File: src/rtl/load_store_unit_pkg.sv
// Shared funct3 codes, FSM states and request-check helpers
// for the load/store unit.
package load_store_unit_pkg;

  localparam logic [2:0] LSU_LB  = 3'b000;
  localparam logic [2:0] LSU_LH  = 3'b001;
  localparam logic [2:0] LSU_LW  = 3'b010;
  localparam logic [2:0] LSU_LBU = 3'b100;
  localparam logic [2:0] LSU_LHU = 3'b101;
  localparam logic [2:0] LSU_SB  = 3'b000;
  localparam logic [2:0] LSU_SH  = 3'b001;
  localparam logic [2:0] LSU_SW  = 3'b010;

  typedef enum logic [1:0] {
    S_IDLE   = 2'd0,
    S_ACCESS = 2'd1,
    S_RESP   = 2'd2
  } state_t;

  function automatic logic lsu_legal(
    input logic       ld,
    input logic [2:0] f3
  );
    if (ld)
      return f3 inside {LSU_LB, LSU_LH, LSU_LW,
                        LSU_LBU, LSU_LHU};
    return f3 inside {LSU_SB, LSU_SH, LSU_SW};
  endfunction

  // f3[1:0] encodes size for both loads and stores
  function automatic logic lsu_aligned(
    input logic [2:0] f3,
    input logic [1:0] off
  );
    case (f3[1:0])
      2'b01:   return !off[0];
      2'b10:   return off == 2'b00;
      default: return 1'b1;
    endcase
  endfunction

endpackage

File: src/rtl/lsu_align.sv
// Store lane steering / byte enables and load lane
// extraction with sign or zero extension.
module lsu_align
  import load_store_unit_pkg::*;
(
  input  logic [2:0]  i_f3,
  input  logic        i_store,
  input  logic [1:0]  i_off,
  input  logic [31:0] i_sdata,
  output logic [3:0]  o_be,
  output logic [31:0] o_wdata,
  input  logic [2:0]  i_ld_f3,
  input  logic [1:0]  i_ld_off,
  input  logic [31:0] i_rdata,
  output logic [31:0] o_ldata
);

  logic [31:0] w_shift;
  logic [7:0]  w_byte;
  logic [15:0] w_half;

  always_comb begin
    o_be    = 4'b1111;
    o_wdata = i_sdata;
    if (i_store) begin
      case (i_f3)
        LSU_SB: begin
          o_wdata = {4{i_sdata[7:0]}};
          o_be    = 4'b0001 << i_off;
        end
        LSU_SH: begin
          o_wdata = {2{i_sdata[15:0]}};
          o_be    = 4'b0011 << i_off;
        end
        default: begin
          o_wdata = i_sdata;
          o_be    = 4'b1111;
        end
      endcase
    end
  end

  assign w_shift = i_rdata >> {i_ld_off, 3'b000};
  assign w_byte  = w_shift[7:0];
  assign w_half  = w_shift[15:0];

  always_comb begin
    o_ldata = w_shift;
    case (i_ld_f3)
      LSU_LB:  o_ldata = {{24{w_byte[7]}}, w_byte};
      LSU_LH:  o_ldata = {{16{w_half[15]}}, w_half};
      LSU_LBU: o_ldata = {24'd0, w_byte};
      LSU_LHU: o_ldata = {16'd0, w_half};
      default: o_ldata = w_shift;
    endcase
  end

endmodule

File: src/rtl/load_store_unit.sv
// Memory-access stage: request checks, memory handshake FSM
// with timeout, and load write-back.
module load_store_unit
  import load_store_unit_pkg::*;
#(
  parameter int ADDR_BITS      = 32,
  parameter int DATA_BITS      = 32,
  parameter int TIMEOUT_CYCLES = 255
) (
  input  logic                 clk,
  input  logic                 rst,
  input  logic                 req_valid,
  input  logic                 is_load,
  input  logic                 is_store,
  input  logic [2:0]           funct3,
  input  logic [ADDR_BITS-1:0] addr,
  input  logic [DATA_BITS-1:0] store_data,
  input  logic [4:0]           rd_in,
  input  logic                 flush,
  output logic                 stall,
  output logic                 mem_cen,
  output logic                 mem_wen,
  output logic [ADDR_BITS-3:0] mem_addr,
  output logic [3:0]           mem_be,
  output logic [DATA_BITS-1:0] mem_wdata,
  input  logic [DATA_BITS-1:0] mem_rdata,
  input  logic                 mem_ready,
  output logic                 wb_valid,
  output logic [4:0]           wb_rd,
  output logic [DATA_BITS-1:0] wb_data,
  output logic                 fault
);

  localparam int CW = $clog2(TIMEOUT_CYCLES + 1);

  state_t r_state, w_next;

  logic [ADDR_BITS-3:0] r_addr;
  logic [3:0]           r_be;
  logic [DATA_BITS-1:0] r_wdata, r_wb_data;
  logic                 r_store, r_fault;
  logic [2:0]           r_f3;
  logic [1:0]           r_off;
  logic [4:0]           r_rd;
  logic [CW-1:0]        r_cnt;

  logic                 w_open, w_one, w_ok;
  logic                 w_accept, w_req_fault;
  logic                 w_in_acc, w_done, w_timeout;
  logic [3:0]           w_be;
  logic [DATA_BITS-1:0] w_wdata, w_ldata;

  assign w_open   = (r_state != S_ACCESS);
  assign w_one    = is_load ^ is_store;
  assign w_ok     = lsu_legal(is_load, funct3)
                  & lsu_aligned(funct3, addr[1:0]);
  assign w_accept = w_open & req_valid & w_one
                  & !flush & w_ok;
  assign w_req_fault = w_open & req_valid & !flush
                     & ((is_load & is_store)
                     | (w_one & !w_ok));

  assign w_in_acc  = (r_state == S_ACCESS);
  assign w_done    = w_in_acc & mem_ready;
  assign w_timeout = w_in_acc & !mem_ready
                   & (r_cnt == CW'(TIMEOUT_CYCLES - 1));

  lsu_align u_align (
    .i_f3     (funct3),
    .i_store  (is_store),
    .i_off    (addr[1:0]),
    .i_sdata  (store_data),
    .o_be     (w_be),
    .o_wdata  (w_wdata),
    .i_ld_f3  (r_f3),
    .i_ld_off (r_off),
    .i_rdata  (mem_rdata),
    .o_ldata  (w_ldata)
  );

  always_comb begin
    w_next = r_state;
    case (r_state)
      S_IDLE, S_RESP:
        w_next = w_accept ? S_ACCESS : S_IDLE;
      S_ACCESS: begin
        if (mem_ready)
          w_next = r_store ? S_IDLE : S_RESP;
        else if (w_timeout)
          w_next = S_IDLE;
      end
      default: w_next = S_IDLE;
    endcase
  end

  always_ff @(posedge clk or posedge rst) begin
    if (rst) begin
      r_state   <= S_IDLE;
      r_addr    <= '0;
      r_be      <= '0;
      r_wdata   <= '0;
      r_store   <= 1'b0;
      r_f3      <= '0;
      r_off     <= '0;
      r_rd      <= '0;
      r_cnt     <= '0;
      r_wb_data <= '0;
      r_fault   <= 1'b0;
    end else begin
      r_state <= w_next;
      r_fault <= w_req_fault | w_timeout;
      if (w_accept) begin
        r_addr  <= addr[ADDR_BITS-1:2];
        r_be    <= w_be;
        r_wdata <= w_wdata;
        r_store <= is_store;
        r_f3    <= funct3;
        r_off   <= addr[1:0];
        r_rd    <= rd_in;
        r_cnt   <= '0;
      end else if (w_in_acc) begin
        r_cnt <= r_cnt + 1'b1;
      end
      if (w_done & !r_store)
        r_wb_data <= w_ldata;
    end
  end

  assign stall     = w_in_acc | w_accept;
  assign mem_cen   = w_in_acc;
  assign mem_wen   = w_in_acc & r_store;
  assign mem_addr  = r_addr;
  assign mem_be    = r_be;
  assign mem_wdata = r_wdata;
  assign wb_valid  = (r_state == S_RESP);
  assign wb_rd     = r_rd;
  assign wb_data   = r_wb_data;
  assign fault     = r_fault;

endmodule

File: config.mk
export PLATFORM = sky130hd
export DESIGN_NAME = load_store_unit
export DESIGN_NICKNAME = d
export VERILOG_FILES = /design/src/rtl/load_store_unit_pkg.sv /design/src/rtl/lsu_align.sv /design/src/rtl/load_store_unit.sv
export SDC_FILE = /design/constraint.sdc
export NUM_CORES = 1
export LEC_CHECK = 0
export CAP_MARGIN = 20
export CORE_ASPECT_RATIO = 1.2
export CORE_MARGIN = 2
export CORE_UTILIZATION = 40
export DETAILED_ROUTE_END_ITERATION = 7
export PLACE_DENSITY = 0.83
export SKIP_CTS_REPAIR_TIMING = 1
export SYNTH_ARGS = -nofsm -noshare
export SYNTH_HDL_FRONTEND = slang
export SYNTH_HIERARCHICAL = 1
export SYNTH_SLANG_ARGS = --single-unit
File: constraint.sdc
create_clock -name clk -period 4.77 [get_ports clk]
set_input_delay 0.7155 -clock clk [delete_from_list [all_inputs] [get_ports clk]]
set_output_delay 0.7155 -clock clk [all_outputs]
set_load 0.03 [all_outputs]
==> results of run 1 <==
[metrics by stage]
stage	setup slack, ns	instances	area, µm²	util
2_1_floorplan	0.869	471	6000	-
3_3_place_gp	1.10	863	8230	0.555
3_5_place_dp	1.03	863	8230	0.555
4_1_cts	1.02	895	8850	0.596
5_1_grt	0.900	896	8870	0.598
6_report	1.03	896	8870	0.598
[critical path, delay by kind of cell]
kind / cells / cell delay (ns)
buffers and inverters: 4 / 0.94
AND/OR/NAND/NOR: 2 / 0.82
adder cells (fa/ha/maj): 1 / 0.33
AO/OA/AOI/OAI: 1 / 0.20
[how the worst max path moves through the flow]
stage / from / to / slack, ns / depth (start not counted)
after floorplan: rst / fault$_DFF_PP0_ / 0.87 / 1
after global placement: funct3[0] / stall / 1.10 / 8
after detailed placement: funct3[0] / stall / 1.03 / 8
after CTS: funct3[0] / stall / 1.02 / 8
after global routing: funct3[0] / stall / 0.90 / 8
final: funct3[0] / stall / 1.03 / 8
[cells by family (layout without fill, tap and decap cells)]
family	Yosys count	after routing
XOR/XNOR	7	7
flip-flops	120	120
multiplexers	153	153
AND/OR/NAND/NOR	88	88
adder cells (fa/ha/maj)	6	6
AO/OA/AOI/OAI	50	50
buffers and inverters	47	268
[registers in the layout, summed over array words and instances (netlist names), 3 cells and up]
| register | count |
|---|---|
| mem_wdata | 32 |
| wb_data | 32 |
| mem_addr | 30 |
| r_cnt | 8 |
| wb_rd | 5 |
| mem_be | 4 |
| r_f3 | 3 |
[power groups by stage]
stage	Sequential, W	Combinational (W)	Clock (W)
5_1_grt	0.00179	0.00257	0.00141
3_5_place_dp	0.00174	0.00245	0
4_1_cts	0.00173	0.00246	0.00136
3_3_place_gp	0.00172	0.00240	0
6_report	0.00173	0.00245	0.00133
2_1_floorplan	0.00237	0.000782	0
[Yosys cell counts, types with 2 or more instances]
cell | n | area share
nand2_1 | 20 | 0.013
dfrtp_1 | 120 | 0.50
mux2_2 | 105 | 0.20
and4_1 | 2 | 0.0029
o211ai_1 | 2 | 0.0025
xor2_1 | 6 | 0.0088
o21ai_0 | 10 | 0.0083
ha_1 | 6 | 0.013
buf_4 | 16 | 0.020
inv_1 | 10 | 0.0063
buf_2 | 11 | 0.0092
nor3b_1 | 2 | 0.0025
nor2b_1 | 10 | 0.010
mux2i_1 | 28 | 0.047
a21oi_1 | 15 | 0.013
mux2_4 | 20 | 0.050
buf_12 | 2 | 0.0067
nand3_1 | 2 | 0.0017
nand4_1 | 4 | 0.0042
buf_6 | 2 | 0.0038
nor2_1 | 36 | 0.023
clkbuf_1 | 4 | 0.0025
a211oi_1 | 15 | 0.019
o21ai_2 | 2 | 0.0029
[metal layers]
metal,vias up,part of all wire
met5,-,0
met4,0,0.019
met3,22,0.084
met2,189,0.51
met1,2142,0.39
li1,2077,-
[area by class of cell]
| class | instances | area share |
|---|---|---|
| multi-input combinational | 304 | 0.305 |
| clock inverter | 15 | 0.0214 |
| timing repair buffer | 226 | 0.254 |
| inverter | 10 | 0.00452 |
| tap | 204 | 0.0288 |
| sequential | 120 | 0.339 |
| clock buffer | 17 | 0.0480 |
==> flow_metrics.tcl, run 1 <==
set metrics [dict create \
    hold_path_end "wb_data[23]$_DFFE_PP0P_" \
    r2r_slack_ns 2.14 \
    synth_seq_area_share 0.501 \
    final_common_cell "clkdlybuf4s50_1" \
    p_sw_w 0.00209 \
    min_period_over_period 0.783 \
    pwr-share-comb 0.444 \
    fmax_ghz 0.268 \
    ios 219 \
    gp_congestion 0.820 \
    met2_usage 0.343 \
    syn_nets 588 \
    max-cap-violations 0 \
    p_leak_nw 3.75 \
    irDropWorstVdd_mv 0.321 \
    min_from "wb_data[23]$_DFFE_PP0P_" \
    netlist_instances 471 \
    min_period_ns 3.74 \
    end_kind "output port" \
    multi_input_area_um2 2700 \
    synth_compound_gate_area_share 0.0561 \
    yosys.area_share.adder 0.0125 \
    slew_viol_final 0 \
    worstHoldPathType "register to register" \
    worst_ep_arrival_time_ns 3.02 \
    async_reset_ff_frac 1.00 \
    wirelength_um 15700 \
    grt_pass1_wl_um 25100 \
    grt_usage 0.201 \
    path_cells "clkdlybuf4s50_1 -> buf_4 -> inv_1 -> ha_1 -> a22oi_1 -> and4_4 -> or2_2 -> buf_4" \
    grt_pass1_vias 4894 \
    initialDrtViolationCount 248 \
    layout_common_cells "clkdlybuf4s50_1, dfrtp_1, mux2_2" \
    post-route-drc-count 0 \
    grt_busiest_layer "met2" \
    area.sequential_um2 3000 \
    drive_above_1_share 0.260 \
    ant_nets 0 \
    synth_edf_count 0 \
    num_rows 49 \
    met3_usage 0.0666 \
    syn_area_um2 6000 \
    fin_skew_ns 0.00577 \
    slew_headroom 0.328 \
    seqPwrFrac 0.314 \
    critPathLaunchType "primary input" \
    holdPathStages 1 \
    worst_path_most_repeated_cell "buf_4" \
    rr_endpoint "mem_wdata[14]$_DFFE_PP0N_" \
    p_int_w 0.00341 \
    synth_xor_area_frac 0.0102 \
    power_density_nw_per_um2 621 \
    rr_startpoint "r_state[0]$_DFFE_PP0P_" \
    cts_tree "yes" \
    grt_max_degree 92 \
    cp_max_fo 37 \
    max_stage_delay_ns 0.62 \
    crit_required_ns 4.05 \
    wl_per_cell_um 17.5 \
    die_h_um 138 \
    ys.flop_type "dfrtp_1" \
    die_w_um 116 \
    status "complete, no violations" \
    syn_to_final_growth_pct 47.9 \
    synth_mux_area_frac 0.294 \
    initial_core_util 0.404 \
    fin_hold_ws_ns 0.505 \
    synth_seq_cells 120 \
    cts-root-buf "clkbuf_16" \
    dr_total_vias 4430 \
    p_clk_frac 0.242 \
    antenna_found_initial 0 \
    vias_per_cell 4.94 \
    tightestPinTransition_ns 1.01 \
    grt_util_met1 0.230 \
    design_power_total_w 0.00551 \
    sw_frac_of_total 0.380 \
    n_antenna_cell 0 \
    cts.clk_slew.worst_paths_ns 0.06 \
    h-tree-depth 4 \
    fillers 1216 \
    post_synth_num_cell_types 45 \
    grt_overflow 0 \
    synth_top_family_by_area "multiplexers" \
    cts_num_sinks 120 \
    ctsLongestPathBuffers 2 \
    syn_area_per_cell_um2 12.7 \
    yosysWarnings 6 \
    hold_violations 0 \
    first_pass_iters 4 \
    cts_inserted_buffers 17 \
    core_um2 14800 \
    fin_nets 796 \
    setup_viol 0 \
    criticalPathCategory "primary input to output port" \
    rsz0062_at_grt "no" \
    reg2regPathDepth 5 \
    io_buffers 218 \
    cp_slowest_cell "and4_4" \
    hpwl_um 11200 \
    dieArea_um2 16000 \
    synth_simple_gate_area_frac 0.0749 \
    clock_latency_ns 0.42 \
    setup_tns_ns 0 \
]
(Power assumes the default switching activity.)
==> run 2: changes to the inputs <==
--- a/config.mk
+++ b/config.mk
@@ -10,7 +10,7 @@
 export CORE_MARGIN = 2
 export CORE_UTILIZATION = 40
 export DETAILED_ROUTE_END_ITERATION = 7
-export PLACE_DENSITY = 0.83
+export PLACE_DENSITY = 0.86
 export SKIP_CTS_REPAIR_TIMING = 1
 export SYNTH_ARGS = -nofsm -noshare
 export SYNTH_HDL_FRONTEND = slang
==> constraint.sdc (replaced) <==
create_clock -name clk -period 3.2 [get_ports clk]
set_input_delay 0.48 -clock clk [delete_from_list [all_inputs] [get_ports clk]]
set_output_delay 0.48 -clock clk [all_outputs]
set_load 0.03 [all_outputs]
==> run 2 against run 1 <==
Compared with the run above:
- largest cell class unchanged
- largest power group unchanged
- global-route usage is 0.16 points lower
- worst setup slack worse by 0.64 ns
- die area stayed put
==> flow_metrics.tcl, run 2 (synthesized netlist as in run 1, its figures left out) <==
set metrics [dict create \
    grt_overflow 0 \
    setup_viol 0 \
    fmax_ghz 0.357 \
    cts_num_sinks 120 \
    p_sw_w 0.00310 \
    final_common_cell "clkdlybuf4s50_1" \
    fin_skew_ns 0.00878 \
    min_period_ns 2.80 \
    io_buffers 218 \
    cts_tree "yes" \
    status "complete, no violations" \
    p_clk_frac 0.241 \
    tightestPinTransition_ns 0.688 \
    layout_common_cells "clkdlybuf4s50_1, dfrtp_1, mux2_2" \
    ant_nets 0 \
    ctsLongestPathBuffers 2 \
    critPathLaunchType "primary input" \
    wirelength_um 15700 \
    pwr-share-comb 0.452 \
    ios 219 \
    crit_required_ns 2.72 \
    hpwl_um 11600 \
    gp_congestion 0.836 \
    worst_ep_arrival_time_ns 2.32 \
    max-cap-violations 0 \
    cts_inserted_buffers 17 \
    power_density_nw_per_um2 921 \
    n_antenna_cell 0 \
    drive_above_1_share 0.268 \
    initial_core_util 0.404 \
    first_pass_iters 4 \
    grt_pass1_wl_um 25300 \
    worstHoldPathType "primary input to asynchronous set/reset pin" \
    p_int_w 0.00515 \
    rsz0062_at_grt "no" \
    antenna_found_initial 0 \
    vias_per_cell 5.06 \
    dr_total_vias 4569 \
    grt_pass1_vias 5034 \
    setup_tns_ns 0 \
    hold_violations 0 \
    initialDrtViolationCount 177 \
    fillers 1219 \
    h-tree-depth 4 \
    sw_frac_of_total 0.376 \
    reg2regPathDepth 5 \
    cts-root-buf "clkbuf_16" \
    min_period_over_period 0.875 \
    grt_max_degree 43 \
    die_w_um 116 \
    slew_headroom 0.540 \
    p_leak_nw 3.78 \
    syn_to_final_growth_pct 49.5 \
    fin_nets 803 \
    num_rows 49 \
    core_um2 14800 \
    fin_hold_ws_ns 0.323 \
    grt_usage 0.200 \
    irDropWorstVdd_mv 0.480 \
    criticalPathCategory "primary input to output port" \
    seqPwrFrac 0.307 \
    cp_max_fo 14 \
    slew_viol_final 0 \
    end_kind "output port" \
    wl_per_cell_um 17.4 \
    die_h_um 138 \
    clock_latency_ns 0.40 \
    cts.clk_slew.worst_paths_ns 0.05 \
    post-route-drc-count 0 \
    dieArea_um2 16000 \
]
-- run 2: cell count changes in the layout (fill, tap and decap cells not counted), sizes merged --
cell,before,now
buf,9,16
clkinv,6,1
clkinvlp,1,6
clkbuf,17,19
inv,15,13
-- run 2: routing by layer --
metal,GRT usage,wire length (µm),up-vias
met1,0.227,6240,2283
met2,0.349,8010,181
li1,-,-,2085
met3,0.0662,1220,20
met4,0.0658,238,0
met5,0,0,-
-- run 2: critical path, cell delays in order --
cell and delay, ns:
clkdlybuf4s50_1 0.48, ha_1 0.30, nor4bb_2 0.36, and4_4 0.40, or2_2 0.14, buf_4 0.15
-- run 2: final cells by class --
class,instances,area [µm²],area share
Tap cell,204,255,0.0285
Timing Repair Buffer,233,2340,0.261
Multi-Input combinational cell,304,2700,0.301
Sequential cell,120,3000,0.335
Clock inverter,13,168,0.0187
Clock buffer,19,453,0.0505
Inverter,10,41.3,0.00461
-- run 2: worst paths after layout --
kind	startpoint	endpoint	slack, ns
worst min-delay path	rst	mem_addr[6]$_DFFE_PP0N_	0.32
min in group clk	mem_addr[2]$_DFFE_PP0N_	mem_addr[2]$_DFFE_PP0N_	0.50
worst max-delay path	is_store	stall	0.40
worst max register to register	r_state[0]$_DFFE_PP0P_	mem_addr[19]$_DFFE_PP0N_	0.91
max in group asynchronous	rst	r_off[1]$_DFFE_PP0N_	2.15
worst min register to register	mem_addr[2]$_DFFE_PP0N_	mem_addr[2]$_DFFE_PP0N_	0.50
-- run 2: stage by stage --
step / util / worst slack [ns] / total power, W / std cells / cell area (µm²)
detailed placement: 0.561 / 0.279 / 0.00629 / 870 / 8320
finish: 0.604 / 0.399 / 0.00825 / 903 / 8960
CTS: 0.603 / 0.376 / 0.00833 / 902 / 8940
global route: 0.604 / 0.283 / 0.00864 / 903 / 8960
floorplan: - / 0.831 / 0.00469 / 471 / 6000
global placement: 0.561 / 0.356 / 0.00618 / 870 / 8320
-- run 2: power by group through the flow --
stage,clock network [W],registers (W),logic (W)
2_1_floorplan,0,0.00353,0.00117
3_3_place_gp,0,0.00252,0.00366
3_5_place_dp,0,0.00256,0.00374
4_1_cts,0.00203,0.00254,0.00375
5_1_grt,0.00210,0.00262,0.00393
6_report,0.00199,0.00253,0.00373
==> run 3: changes to the inputs <==
--- a/config.mk
+++ b/config.mk
@@ -5,12 +5,12 @@
 export SDC_FILE = /design/constraint.sdc
 export NUM_CORES = 1
 export LEC_CHECK = 0
-export CAP_MARGIN = 20
+export CAP_MARGIN = 40
 export CORE_ASPECT_RATIO = 1.2
 export CORE_MARGIN = 2
 export CORE_UTILIZATION = 40
 export DETAILED_ROUTE_END_ITERATION = 7
-export PLACE_DENSITY = 0.86
+export PLACE_DENSITY = 0.83
 export SKIP_CTS_REPAIR_TIMING = 1
 export SYNTH_ARGS = -nofsm -noshare
 export SYNTH_HDL_FRONTEND = slang
==> constraint.sdc (replaced) <==
create_clock -name clk -period 2.9 [get_ports clk]
set_input_delay 0.435 -clock clk [delete_from_list [all_inputs] [get_ports clk]]
set_output_delay 0.435 -clock clk [all_outputs]
set_load 0.03 [all_outputs]
==> run 3 against run 2 <==
Compared with the run above:
- sequential share of layout area is 0.40 points higher
- worst setup slack lost 0.095 ns
- non-clock buffer count fell by 4
- critical endpoint is now mem_wen
- die area stayed put
- register-to-register slack lost 0.21 ns
==> flow_metrics.tcl, run 3 (synthesized netlist as in run 1, its figures left out) <==
set metrics [dict create \
    gp_congestion 0.811 \
    irDropWorstVdd_mv 0.508 \
    post-route-drc-count 0 \
    core_um2 14800 \
    r2r_slack_ns 0.70 \
    initialDrtViolationCount 205 \
    n_antenna_cell 0 \
    dieArea_um2 16000 \
    path_cells "nor2b_2 -> and2_1 -> clkdlybuf4s50_1" \
    finish.instance_area_um2 8860 \
    power_density_nw_per_um2 1000 \
    cts-root-buf "clkbuf_16" \
    layout_common_cells "clkdlybuf4s50_1, dfrtp_1, mux2_2" \
    cts_num_sinks 120 \
    io_buffers 218 \
    antenna_found_initial 0 \
    worstHoldPathType "register to register" \
    holdPathStages 1 \
    min_period_ns 2.60 \
    dr_total_vias 4485 \
    finalNonFillerCells 897 \
    crit_required_ns 2.47 \
    grt_overflow 0 \
    place_area_um2 8300 \
    die_h_um 138 \
    end_kind "output port" \
    tightestPinTransition_ns 0.750 \
    cts_inserted_buffers 17 \
    min_period_over_period 0.895 \
    final_common_cell "clkdlybuf4s50_1" \
    grt_pass1_vias 4999 \
    clock_latency_ns 0.40 \
    setup_viol 0 \
    worst_ep_arrival_time_ns 2.16 \
    hpwl_um 11600 \
    max-cap-violations 0 \
    setup_tns_ns 0 \
    rr_endpoint "wb_data[16]$_DFFE_PP0P_" \
    slew_viol_final 0 \
    status "complete, no violations" \
    initial_core_util 0.404 \
    die_w_um 116 \
    min_from "wb_data[31]$_DFFE_PP0P_" \
    slew_headroom 0.499 \
    critPathLaunchType "register" \
    wl_per_cell_um 18.1 \
    hold_violations 0 \
    fin_skew_ns 0.0109 \
    criticalPathCategory "register to output port" \
    first_pass_iters 5 \
    place_inst 867 \
    cts.clk_slew.worst_paths_ns 0.06 \
    cp_slowest_cell "clkdlybuf4s50_1" \
    reg2regPathDepth 5 \
    cp_max_fo 12 \
    ios 219 \
    ant_nets 0 \
    fmax_ghz 0.385 \
    syn_to_final_growth_pct 47.7 \
    grt_max_degree 121 \
    num_rows 49 \
    fin_hold_ws_ns 0.506 \
    cts_tree "yes" \
    fin_nets 799 \
    max_stage_delay_ns 0.68 \
    design_power_total_w 0.00889 \
    wirelength_um 16200 \
    drive_above_1_share 0.260 \
    ctsLongestPathBuffers 2 \
    vias_per_cell 5.00 \
    grt_pass1_wl_um 25500 \
    rsz0062_at_grt "no" \
    grt_usage 0.204 \
    h-tree-depth 4 \
    hold_path_end "wb_data[31]$_DFFE_PP0P_" \
    rr_startpoint "r_off[0]$_DFFE_PP0N_" \
    p_leak_nw 3.74 \
]
[run 3: changes by cell type in the layout (fill, tap and decap cells not counted), moves of 2 or more]
cell / previous run / this run
clkinvlp_4: 6 / 4
buf_4: 12 / 9
clkbuf_8: 2 / 4
bufinv_16: 3 / 1
clkinv_2: 1 / 4
inv_6: 4 / 0
[run 3: layer usage]
layer	up-vias	GRT usage	wire length, µm
li1	2083	-	-
met2	176	0.351	8420
met5	-	0	0
met1	2200	0.235	6280
met4	0	0.0796	308
met3	26	0.0609	1190
[run 3: metrics by stage]
step,utilization,setup slack (ns)
floorplan,-,0.621
global placement,0.559,0.285
detailed placement,0.559,0.202
CTS,0.597,0.283
global route,0.597,0.220
finish,0.597,0.304
[run 3: critical path: cells and delay by family, from the launching register on]
kind / cells / cell delay [ns]
buf+inv: 1 / 0.68
simple gates: 2 / 0.63
flops: 1 / 0.44
[run 3: area by class of cell]
type / count / area [µm²]
inverter: 10 / 41.3
timing repair buffer: 229 / 2300
clock buffer: 22 / 484
clock inverter: 8 / 72.6
sequential: 120 / 3000
multi-input combinational: 304 / 2700
fill: 1222 / 5980
tap: 204 / 255
[run 3: worst max-delay path by stage]
stage | start | endpoint | slack, ns
2_1_floorplan | is_load | stall | 0.62
3_3_place_gp | funct3[0] | mem_wdata[27]$_DFFE_PP0N_ | 0.29
3_5_place_dp | is_store | mem_addr[6]$_DFFE_PP0N_ | 0.20
4_1_cts | r_state[1]$_DFFE_PP0P_ | mem_wen | 0.28
5_1_grt | r_state[1]$_DFFE_PP0P_ | mem_wen | 0.22
6_report | r_state[1]$_DFFE_PP0P_ | mem_wen | 0.30
[run 3: report_power, final]
group / internal, W / leakage [nW] / switching (W)
logic: 0.00191 / 1.98 / 0.00219
registers: 0.00235 / 1.48 / 0.000458
clock network: 0.00125 / 0.270 / 0.000734
